## src/rtl/ga_ctrl_pkg.sv

```systemverilog
// Shared definitions for the GA run controller: FSM state encoding, frame
// header byte and the report frame length helper.
// Build option: GA_RUN_CTRL_CHECKSUM_EN appends an XOR checksum byte to every frame.
package ga_ctrl_pkg;

    typedef enum logic [2:0] {
        ST_IDLE  = 3'd0,
        ST_CLEAR = 3'd1,
        ST_RUN   = 3'd2,
        ST_FINAL = 3'd3,
        ST_DONE  = 3'd4
    } state_t;

    localparam logic [7:0] FRAME_HEADER = 8'hA5;

`ifdef GA_RUN_CTRL_CHECKSUM_EN
    localparam bit CHECKSUM_EN = 1'b1;
`else
    localparam bit CHECKSUM_EN = 1'b0;
`endif

    // Header + generation bytes + error byte + individual bytes (+ checksum).
    function automatic int frame_len(input int gen_w, input int ind_w, input bit cks_en);
        return 2 + gen_w / 8 + ind_w / 8 + (cks_en ? 1 : 0);
    endfunction

endpackage

```

## src/rtl/ga_report_serializer.sv

```systemverilog
// Report frame serializer: loads a {generation, error, individual} snapshot
// and streams it MSB-first behind an 0xA5 header over a valid/ready byte port.
// Build option: GA_RUN_CTRL_CHECKSUM_EN adds a trailing XOR checksum byte.
module ga_report_serializer
    import ga_ctrl_pkg::*;
#(
    parameter int ErrorWidth      = 5,
    parameter int IndividualWidth = 64,
    parameter int GenWidth        = 32
) (
    input  logic                       clk,
    input  logic                       rst,
    input  logic                       i_load,
    input  logic [GenWidth-1:0]        i_gen,
    input  logic [ErrorWidth-1:0]      i_err,
    input  logic [IndividualWidth-1:0] i_ind,
    input  logic                       i_tx_ready,
    output logic                       o_tx_valid,
    output logic [7:0]                 o_tx_data,
    output logic                       o_in_flight,
    output logic                       o_last_xfer
);

    localparam int PayloadBytes = frame_len(GenWidth, IndividualWidth, 1'b0);
    localparam int FrameBytes   = frame_len(GenWidth, IndividualWidth, CHECKSUM_EN);
    localparam int PayloadBits  = 8 * PayloadBytes;
    localparam int IdxWidth     = $clog2(FrameBytes);

    logic [PayloadBits-1:0] r_shift;
    logic [IdxWidth-1:0]    r_idx;
    logic                   r_valid;

    logic                   w_xfer;
    logic                   w_last;
    logic [7:0]             w_err_byte;

    assign w_err_byte = 8'(i_err);
    assign w_xfer     = r_valid && i_tx_ready;
    assign w_last     = (r_idx == IdxWidth'(FrameBytes - 1));

    // Byte sequencing: load a snapshot, then shift one byte out per handshake.
    // NOTE: the payload shifter is reset as well, because its top byte is txData and must read 0 out of reset.
    always_ff @(posedge clk) begin
        if (rst) begin
            r_shift <= '0;
            r_idx   <= '0;
            r_valid <= 1'b0;
        end else if (i_load) begin
            r_shift <= {FRAME_HEADER, i_gen, w_err_byte, i_ind};
            r_idx   <= '0;
            r_valid <= 1'b1;
        end else if (w_xfer) begin
            r_shift <= r_shift << 8;
            r_idx   <= w_last ? '0 : r_idx + 1'b1;
            if (w_last) begin
                r_valid <= 1'b0;
            end
        end
    end

`ifdef GA_RUN_CTRL_CHECKSUM_EN
    logic [7:0] r_cks;

    // Running XOR of every byte already handed over, header included.
    always_ff @(posedge clk) begin
        if (rst || i_load) begin
            r_cks <= '0;
        end else if (w_xfer) begin
            r_cks <= r_cks ^ o_tx_data;
        end
    end

    assign o_tx_data = (r_idx == IdxWidth'(PayloadBytes)) ? r_cks : r_shift[PayloadBits-1 -: 8];
`else
    assign o_tx_data = r_shift[PayloadBits-1 -: 8];
`endif

    assign o_tx_valid  = r_valid;
    assign o_in_flight = r_valid;
    assign o_last_xfer = w_xfer && w_last;

endmodule

```

## src/rtl/ga_run_controller.sv

```systemverilog
// GA run controller: holds the GA core in reset, releases it for one run,
// counts generations, stops on zero error or the generation limit, and
// reports periodic and final snapshots as byte frames to the serial TX.
// Build option: GA_RUN_CTRL_CHECKSUM_EN appends an XOR checksum byte to every frame.
module ga_run_controller
    import ga_ctrl_pkg::*;
#(
    parameter int ErrorWidth      = 5,
    parameter int IndividualWidth = 64,
    parameter int GenWidth        = 32,
    parameter int MaxGenerations  = 100000,
    parameter int ReportPeriod    = 1024,
    parameter int ClearCycles     = 4
) (
    input  logic                       clk,
    input  logic                       rst,
    input  logic                       start,
    input  logic                       cycle,
    input  logic [ErrorWidth-1:0]      bestError,
    input  logic [IndividualWidth-1:0] bestIndividual,
    output logic                       gaRst,
    output logic                       txValid,
    input  logic                       txReady,
    output logic [7:0]                 txData,
    output logic                       busy,
    output logic                       done,
    output logic                       timeout,
    output logic [GenWidth-1:0]        generation
);

    // Divisor kept non-zero so the modulo is always well formed; the
    // ReportPeriod==0 case is excluded before it matters.
    localparam int                  ReportDiv   = (ReportPeriod == 0) ? 1 : ReportPeriod;
    localparam int                  ClrWidth    = (ClearCycles > 1) ? $clog2(ClearCycles) : 1;
    localparam logic [GenWidth-1:0] MaxGenValue = GenWidth'(MaxGenerations);

    state_t                     r_state;
    logic [ClrWidth-1:0]        r_clr_cnt;
    logic [GenWidth-1:0]        r_gen;
    logic                       r_done;
    logic                       r_timeout;
    logic                       r_final_loaded;
    logic [GenWidth-1:0]        r_snap_gen;
    logic [ErrorWidth-1:0]      r_snap_err;
    logic [IndividualWidth-1:0] r_snap_ind;

    logic                       w_run_pulse;
    logic [GenWidth-1:0]        w_gen_next;
    logic                       w_hit_done;
    logic                       w_hit_limit;
    logic                       w_terminal;
    logic                       w_periodic;
    logic                       w_load_now;
    logic                       w_load_deferred;
    logic                       w_load;
    logic [GenWidth-1:0]        w_load_gen;
    logic [ErrorWidth-1:0]      w_load_err;
    logic [IndividualWidth-1:0] w_load_ind;
    logic                       w_in_flight;
    logic                       w_last_xfer;

    // Terminal checks use the pre-increment inputs and the post-increment count.
    assign w_run_pulse = (r_state == ST_RUN) && cycle;
    assign w_gen_next  = r_gen + 1'b1;
    assign w_hit_done  = w_run_pulse && (bestError == '0);
    assign w_hit_limit = w_run_pulse && !w_hit_done && (MaxGenerations != 0)
                         && (w_gen_next == MaxGenValue);
    assign w_terminal  = w_hit_done || w_hit_limit;
    assign w_periodic  = w_run_pulse && !w_terminal && (ReportPeriod != 0)
                         && ((w_gen_next % GenWidth'(ReportDiv)) == '0);

    // A frame starts straight from the live inputs when the serializer is free;
    // a final frame that found it busy is sent from the snapshot once it drains.
    // A periodic request that finds it busy is simply dropped.
    assign w_load_now      = (w_terminal || w_periodic) && !w_in_flight;
    assign w_load_deferred = (r_state == ST_FINAL) && !r_final_loaded && !w_in_flight;
    assign w_load          = w_load_now || w_load_deferred;
    assign w_load_gen      = w_load_deferred ? r_snap_gen : w_gen_next;
    assign w_load_err      = w_load_deferred ? r_snap_err : bestError;
    assign w_load_ind      = w_load_deferred ? r_snap_ind : bestIndividual;

    // Run sequencing: IDLE -> CLEAR -> RUN -> FINAL -> DONE, with sync reset.
    // NOTE: all state uses non-blocking assignments so every register samples pre-edge values.
    always_ff @(posedge clk) begin
        if (rst) begin
            r_state        <= ST_IDLE;
            r_clr_cnt      <= '0;
            r_gen          <= '0;
            r_done         <= 1'b0;
            r_timeout      <= 1'b0;
            r_final_loaded <= 1'b0;
            r_snap_gen     <= '0;
            r_snap_err     <= '0;
            r_snap_ind     <= '0;
        end else begin
            case (r_state)
                ST_IDLE, ST_DONE: begin
                    if (start) begin
                        r_state        <= ST_CLEAR;
                        r_clr_cnt      <= '0;
                        r_gen          <= '0;
                        r_done         <= 1'b0;
                        r_timeout      <= 1'b0;
                        r_final_loaded <= 1'b0;
                    end
                end
                ST_CLEAR: begin
                    if (r_clr_cnt == ClrWidth'(ClearCycles - 1)) begin
                        r_state <= ST_RUN;
                    end else begin
                        r_clr_cnt <= r_clr_cnt + 1'b1;
                    end
                end
                ST_RUN: begin
                    if (cycle) begin
                        r_gen <= w_gen_next;
                        if (w_terminal) begin
                            r_state        <= ST_FINAL;
                            r_done         <= w_hit_done;
                            r_timeout      <= w_hit_limit;
                            r_snap_gen     <= w_gen_next;
                            r_snap_err     <= bestError;
                            r_snap_ind     <= bestIndividual;
                            r_final_loaded <= !w_in_flight;
                        end
                    end
                end
                ST_FINAL: begin
                    if (w_load_deferred) begin
                        r_final_loaded <= 1'b1;
                    end
                    if (r_final_loaded && w_last_xfer) begin
                        r_state <= ST_DONE;
                    end
                end
                default: r_state <= ST_IDLE;
            endcase
        end
    end

    ga_report_serializer #(
        .ErrorWidth      (ErrorWidth),
        .IndividualWidth (IndividualWidth),
        .GenWidth        (GenWidth)
    ) u_serializer (
        .clk         (clk),
        .rst         (rst),
        .i_load      (w_load),
        .i_gen       (w_load_gen),
        .i_err       (w_load_err),
        .i_ind       (w_load_ind),
        .i_tx_ready  (txReady),
        .o_tx_valid  (txValid),
        .o_tx_data   (txData),
        .o_in_flight (w_in_flight),
        .o_last_xfer (w_last_xfer)
    );

    assign gaRst      = (r_state != ST_RUN);
    assign busy       = (r_state == ST_CLEAR) || (r_state == ST_RUN)
                        || (r_state == ST_FINAL) || w_in_flight;
    assign done       = r_done;
    assign timeout    = r_timeout;
    assign generation = r_gen;

endmodule

```

## config.mk

```make
export PLATFORM = sky130hd
export DESIGN_NAME = ga_run_controller
export DESIGN_NICKNAME = d
export VERILOG_FILES = /design/src/rtl/ga_ctrl_pkg.sv /design/src/rtl/ga_report_serializer.sv /design/src/rtl/ga_run_controller.sv
export SDC_FILE = /design/constraint.sdc
export NUM_CORES = 1
export LEC_CHECK = 0
export ABC_AREA = 1
export CORE_MARGIN = 1
export CORE_UTILIZATION = 55
export DETAILED_ROUTE_END_ITERATION = 16
export PLACE_DENSITY = 0.73
export SLEW_MARGIN = 20
export SYNTH_ARGS = -nofsm -noshare
export SYNTH_HDL_FRONTEND = slang
export SYNTH_SLANG_ARGS = --single-unit
export TNS_END_PERCENT = 1
```

## constraint.sdc

```tcl
create_clock -name clk -period 6.22 [get_ports clk]
set_clock_uncertainty 0.05 [all_clocks]
set_input_delay 0.622 -clock clk [delete_from_list [all_inputs] [get_ports clk]]
set_output_delay 0.622 -clock clk [all_outputs]
set_load 0.1 [all_outputs]
```

==> results.md <==
* Outcome: finished, final reports clean
* Proportion of layout cells with a drive suffix above 1 at 0.0689
* Terminating pin of the worst hold path: r_snap_ind[58]
* Reg-to-reg slack, setup at 2.43 ns
* Vias post-DR at 12,483
* Type of the worst min-delay path: flip-flop to flip-flop
* Die boundary height at 156 um
* Final slew viol count at 0
* Crit Path Class: flip-flop to flip-flop
* DRC violation count after routing at 0
* Remaining number of nets flagged by the antenna check after routing at 0
* Number of antenna repair diodes at 0
* Post-synthesis cell count at 1,958
* Largest delay contributor family on the critical path: simple AND/OR/NAND/NOR gates
* Clock period minus final worst setup slack at 3.79 ns
* Critical hold path startpoint: r_snap_ind[58]
* Worst reg2reg path startpoint: generation[0]
* # hold bufs at CTS at 0
* XOR/XNOR Fraction of Synth Area at 0.00134
* Power density of the placed cells at 284 nW/um^2
* Gp weighted congestion at 0.882
* Reg2reg path depth at 18
* Seq cells post-synth at 258
* Pre-Repair DR Iteration Count at 5
* HPWL after detailed placement at 21,100 um
* Crit-path cells: ha_1, nand2_2, nor2_8, nand2_4, nor2_4, nand2_1, nand2_1, nand2_1, nor2_1, nand2_1, nor2_1, nand3_2, nand3_4, buf_4, nand3_1, nand2_1, inv_1, a21oi_1
* Area of the mapped netlist at 13,000 um^2
* Full die area at 24,300 um^2
* Initial antenna violation count at 0
* Syn Nets at 2,035
* Endpoint of the worst register-to-register path: u_serializer.r_shift[51]
* Critical-path maximum fanout at 94
* Worst slew margin at 0.246
* Share of synthesized area spent on multiplexers at 0
* Global-route wire length before repair at 54,500 um
* Share of the clock period used by the worst path after layout at 0.609
* Endpoint arrival time on the critical path at 4.20 ns
* Via density per instance at 5.39
* Non-filler instance count after layout at 2,316
* Total power after layout at 4.27 mW
* Wire per inst at 14.5 um
* Crit-path most repeated cell: nand2_1
* Clock Tree Root: clkbuf_16
* Unique cell type count in the Yosys netlist at 40
* Fillcell total at 2,117
* Static leakage at 5.63 nW
* Smallest hold slack at 0.396 ns
* Clock-pin slew reported for the worst setup and hold paths after clock tree synthesis at 0.06 ns
* Remaining Overflow, GRT at 0
* Detailed-route wire length at 33,600 um
* Clock latency of the later-clocked register in the worst-skew pair at 0.55 ns
* Worst-path cell with the longest stage delay: buf_4
* Width of the die at 156 um
* Buffers added on ports at 118
* Layout net count at 2,058
* # H-tree levels at 1
* Highest clock frequency the design can meet at 264 MHz
* CTS resizes at 0
* Total count of hold-check failures in the final report at 0
* TritonCTS clock tree: yes
* Actual transition at the worst max-transition pin at 1.13 ns
* Count of cells along the worst hold path at 2
* Max-cap viol count at 0
* Mean instance size in the synthesized netlist at 6.65 um^2
* Number of clock sinks at 258
* Layout overhead on the synthesized area at 15.3%
* Count of buffers added by post-CTS timing repair for setup at 0
* Setup TNS after final layout at 0 ns
* Share of synthesized area occupied by flip-flops and latches at 0.397
* Yosys warns at 0
* Peak ir drop on the vdd network at 0.237 mV
* Post-Synth Simple-Gate Area at 0.289
* DRT iter0 DRCs at 1,119
* Critical path required time at 6.63 ns
* Largest family of logic cells by synthesized area: simple AND/OR/NAND/NOR gates
* Max stage delay on crit path at 0.79 ns
* Critical path buffers and inverters at 2
* Vias in the first global route at 10,982
* Critical path endpoint category: flip-flop
* Number of core rows at 55
* Setup repair after global routing missed its margin: no
* Initial core utilization at 0.568
* Deepest clock path buffer count at 3
* Post-Place Cells at 2,263
* Post-synthesis compound-gate area fraction at 0.191
* Num ports at 119
* Startpoint class of the critical path: flip-flop
* Total CTS buffers at 29
* Overall track demand over capacity in global routing at 0.271
* Maximum number of pins on one net before global-route repair at 111
* Adder and majority gate portion of the synthesized area at 0.00288
* Core area at 22,900 um^2
* Number of failing setup endpoints in the final timing report at 0
==> area by class of cell <==
class | instances | area, um^2 | area share
clock buffer | 45 | 886 | 0.0590
clock inverter | 8 | 97.6 | 0.00650
inverter | 229 | 866 | 0.0577
multi-input combinational | 1331 | 6320 | 0.421
sequential | 258 | 5160 | 0.344
tap | 313 | 392 | 0.0261
timing repair buffer | 132 | 1280 | 0.0855
==> layer usage <==
| metal | global-route usage | routed length, um | vias to the layer above | share of wire |
|---|---|---|---|---|
| li1 | - | - | 6374 | - |
| met1 | 0.398 | 16200 | 5710 | 0.48 |
| met2 | 0.423 | 15000 | 366 | 0.45 |
| met3 | 0.0358 | 2010 | 33 | 0.060 |
| met4 | 0.0546 | 408 | 0 | 0.012 |
| met5 | 0 | 0 | - | 0 |
==> report_power, final <==
group | switching [mW] | leakage [nW] | internal, mW
logic | 0.564 | 3.07 | 0.204
clock network | 0.695 | 0.489 | 1.06
registers | 0.0371 | 2.08 | 1.71
total | 1.30 | 5.63 | 2.97
==> synth_stat cells <==
| cell type | number | share of area |
|---|---|---|
| o21ai_0 | 135 | 0.052 |
| nor2_4 | 8 | 0.0069 |
| inv_2 | 7 | 0.0020 |
| buf_2 | 26 | 0.010 |
| buf_6 | 3 | 0.0026 |
| ha_1 | 3 | 0.0029 |
| buf_8 | 4 | 0.0046 |
| nand3_1 | 212 | 0.081 |
| nor2_8 | 1 | 0.0015 |
| clkinv_1 | 1 | 0.00029 |
| a31oi_1 | 20 | 0.0096 |
| nand3_2 | 11 | 0.0085 |
| o22ai_1 | 1 | 0.00048 |
| clkbuf_2 | 1 | 0.00038 |
| buf_4 | 12 | 0.0069 |
| clkbuf_1 | 82 | 0.024 |
| o211ai_1 | 1 | 0.00058 |
| nand2_2 | 6 | 0.0029 |
| buf_12 | 1 | 0.0015 |
| nand2_1 | 517 | 0.15 |
| o21a_1 | 1 | 0.00058 |
| nand3_4 | 1 | 0.0013 |
| a21oi_1 | 209 | 0.080 |
| nor2_1 | 77 | 0.022 |
| dfxtp_1 | 258 | 0.40 |
| a2111oi_0 | 1 | 0.00067 |
| nand3b_1 | 12 | 0.0069 |
| a21oi_2 | 32 | 0.022 |
| inv_1 | 221 | 0.064 |
| o21ai_1 | 62 | 0.024 |
| xnor2_1 | 1 | 0.00067 |
| a211oi_1 | 3 | 0.0017 |
| nor3_1 | 5 | 0.0019 |
| nor2_2 | 3 | 0.0014 |
| nand2_4 | 3 | 0.0026 |
| and2_1 | 1 | 0.00048 |
| nor3b_1 | 1 | 0.00058 |
| buf_1 | 11 | 0.0032 |
| xor2_1 | 1 | 0.00067 |
| nand4_1 | 3 | 0.0014 |
==> placed cells by master, fill, tap and decap left out, types with 11 or more instances in the layout <==
cell type and n:
o21ai_1 62, clkdlybuf4s50_1 117, o21ai_0 135, nand3_2 11
nand3b_1 12, nor2_1 76, a21oi_1 209, nand2_1 516
nand3_1 212, inv_1 220, a31oi_1 20, a21oi_2 32
buf_4 15, dfxtp_1 258, clkbuf_16 29
==> sequential cells by signal, summed over array words and instances (netlist names) <==
register                  count
u_serializer.r_idx            4
generation                   32
r_state                       3
timeout                       1
r_clr_cnt                     2
r_snap_gen                   32
r_snap_err                    5
done                          1
r_snap_ind                   64
u_serializer.o_in_flight      1
u_serializer.r_shift        112
r_final_loaded                1
==> cells by family after synthesis <==
group,after synthesis
simple gates,861
compound gates,465
buf+inv,369
flops,258
fa+ha+maj,3
xor+xnor,2
==> worst register-to-register path: stages (launching register included) <==
cell and delay (ns):
dfxtp_1 0.56, ha_1 0.30, nand2_2 0.11, nor2_8 0.16, nand2_4 0.09, nor2_4 0.16, nand2_1 0.07, nand2_1 0.05
nand2_1 0.16, nor2_1 0.15, nand2_1 0.07, nor2_1 0.16, nand3_2 0.15, nand3_4 0.10, buf_4 0.79, nand3_1 0.28
nand2_1 0.12, inv_1 0.05, a21oi_1 0.13
==> how the worst max path moves through the flow <==
stage | from | cells past startpoint | to
finish | generation[0] | 18 | u_serializer.r_shift[51]
global route | generation[0] | 18 | u_serializer.r_shift[100]
CTS | generation[0] | 18 | u_serializer.r_shift[51]
detailed placement | cycle | 17 | u_serializer.r_shift[100]
global placement | cycle | 17 | u_serializer.r_shift[50]
floorplan | u_serializer.o_in_flight | 4 | busy
==> per-stage QoR <==
step | utilization | setup slack, ns | area (um^2)
final | 0.655 | 2.43 | 15000
after global routing | 0.655 | 2.12 | 15000
after CTS | 0.655 | 2.46 | 15000
after detailed placement | 0.612 | 2.30 | 14000
after global placement | 0.612 | 2.36 | 14000
after floorplan | - | 2.64 | 13000
Power figures use the tool's default switching activity.
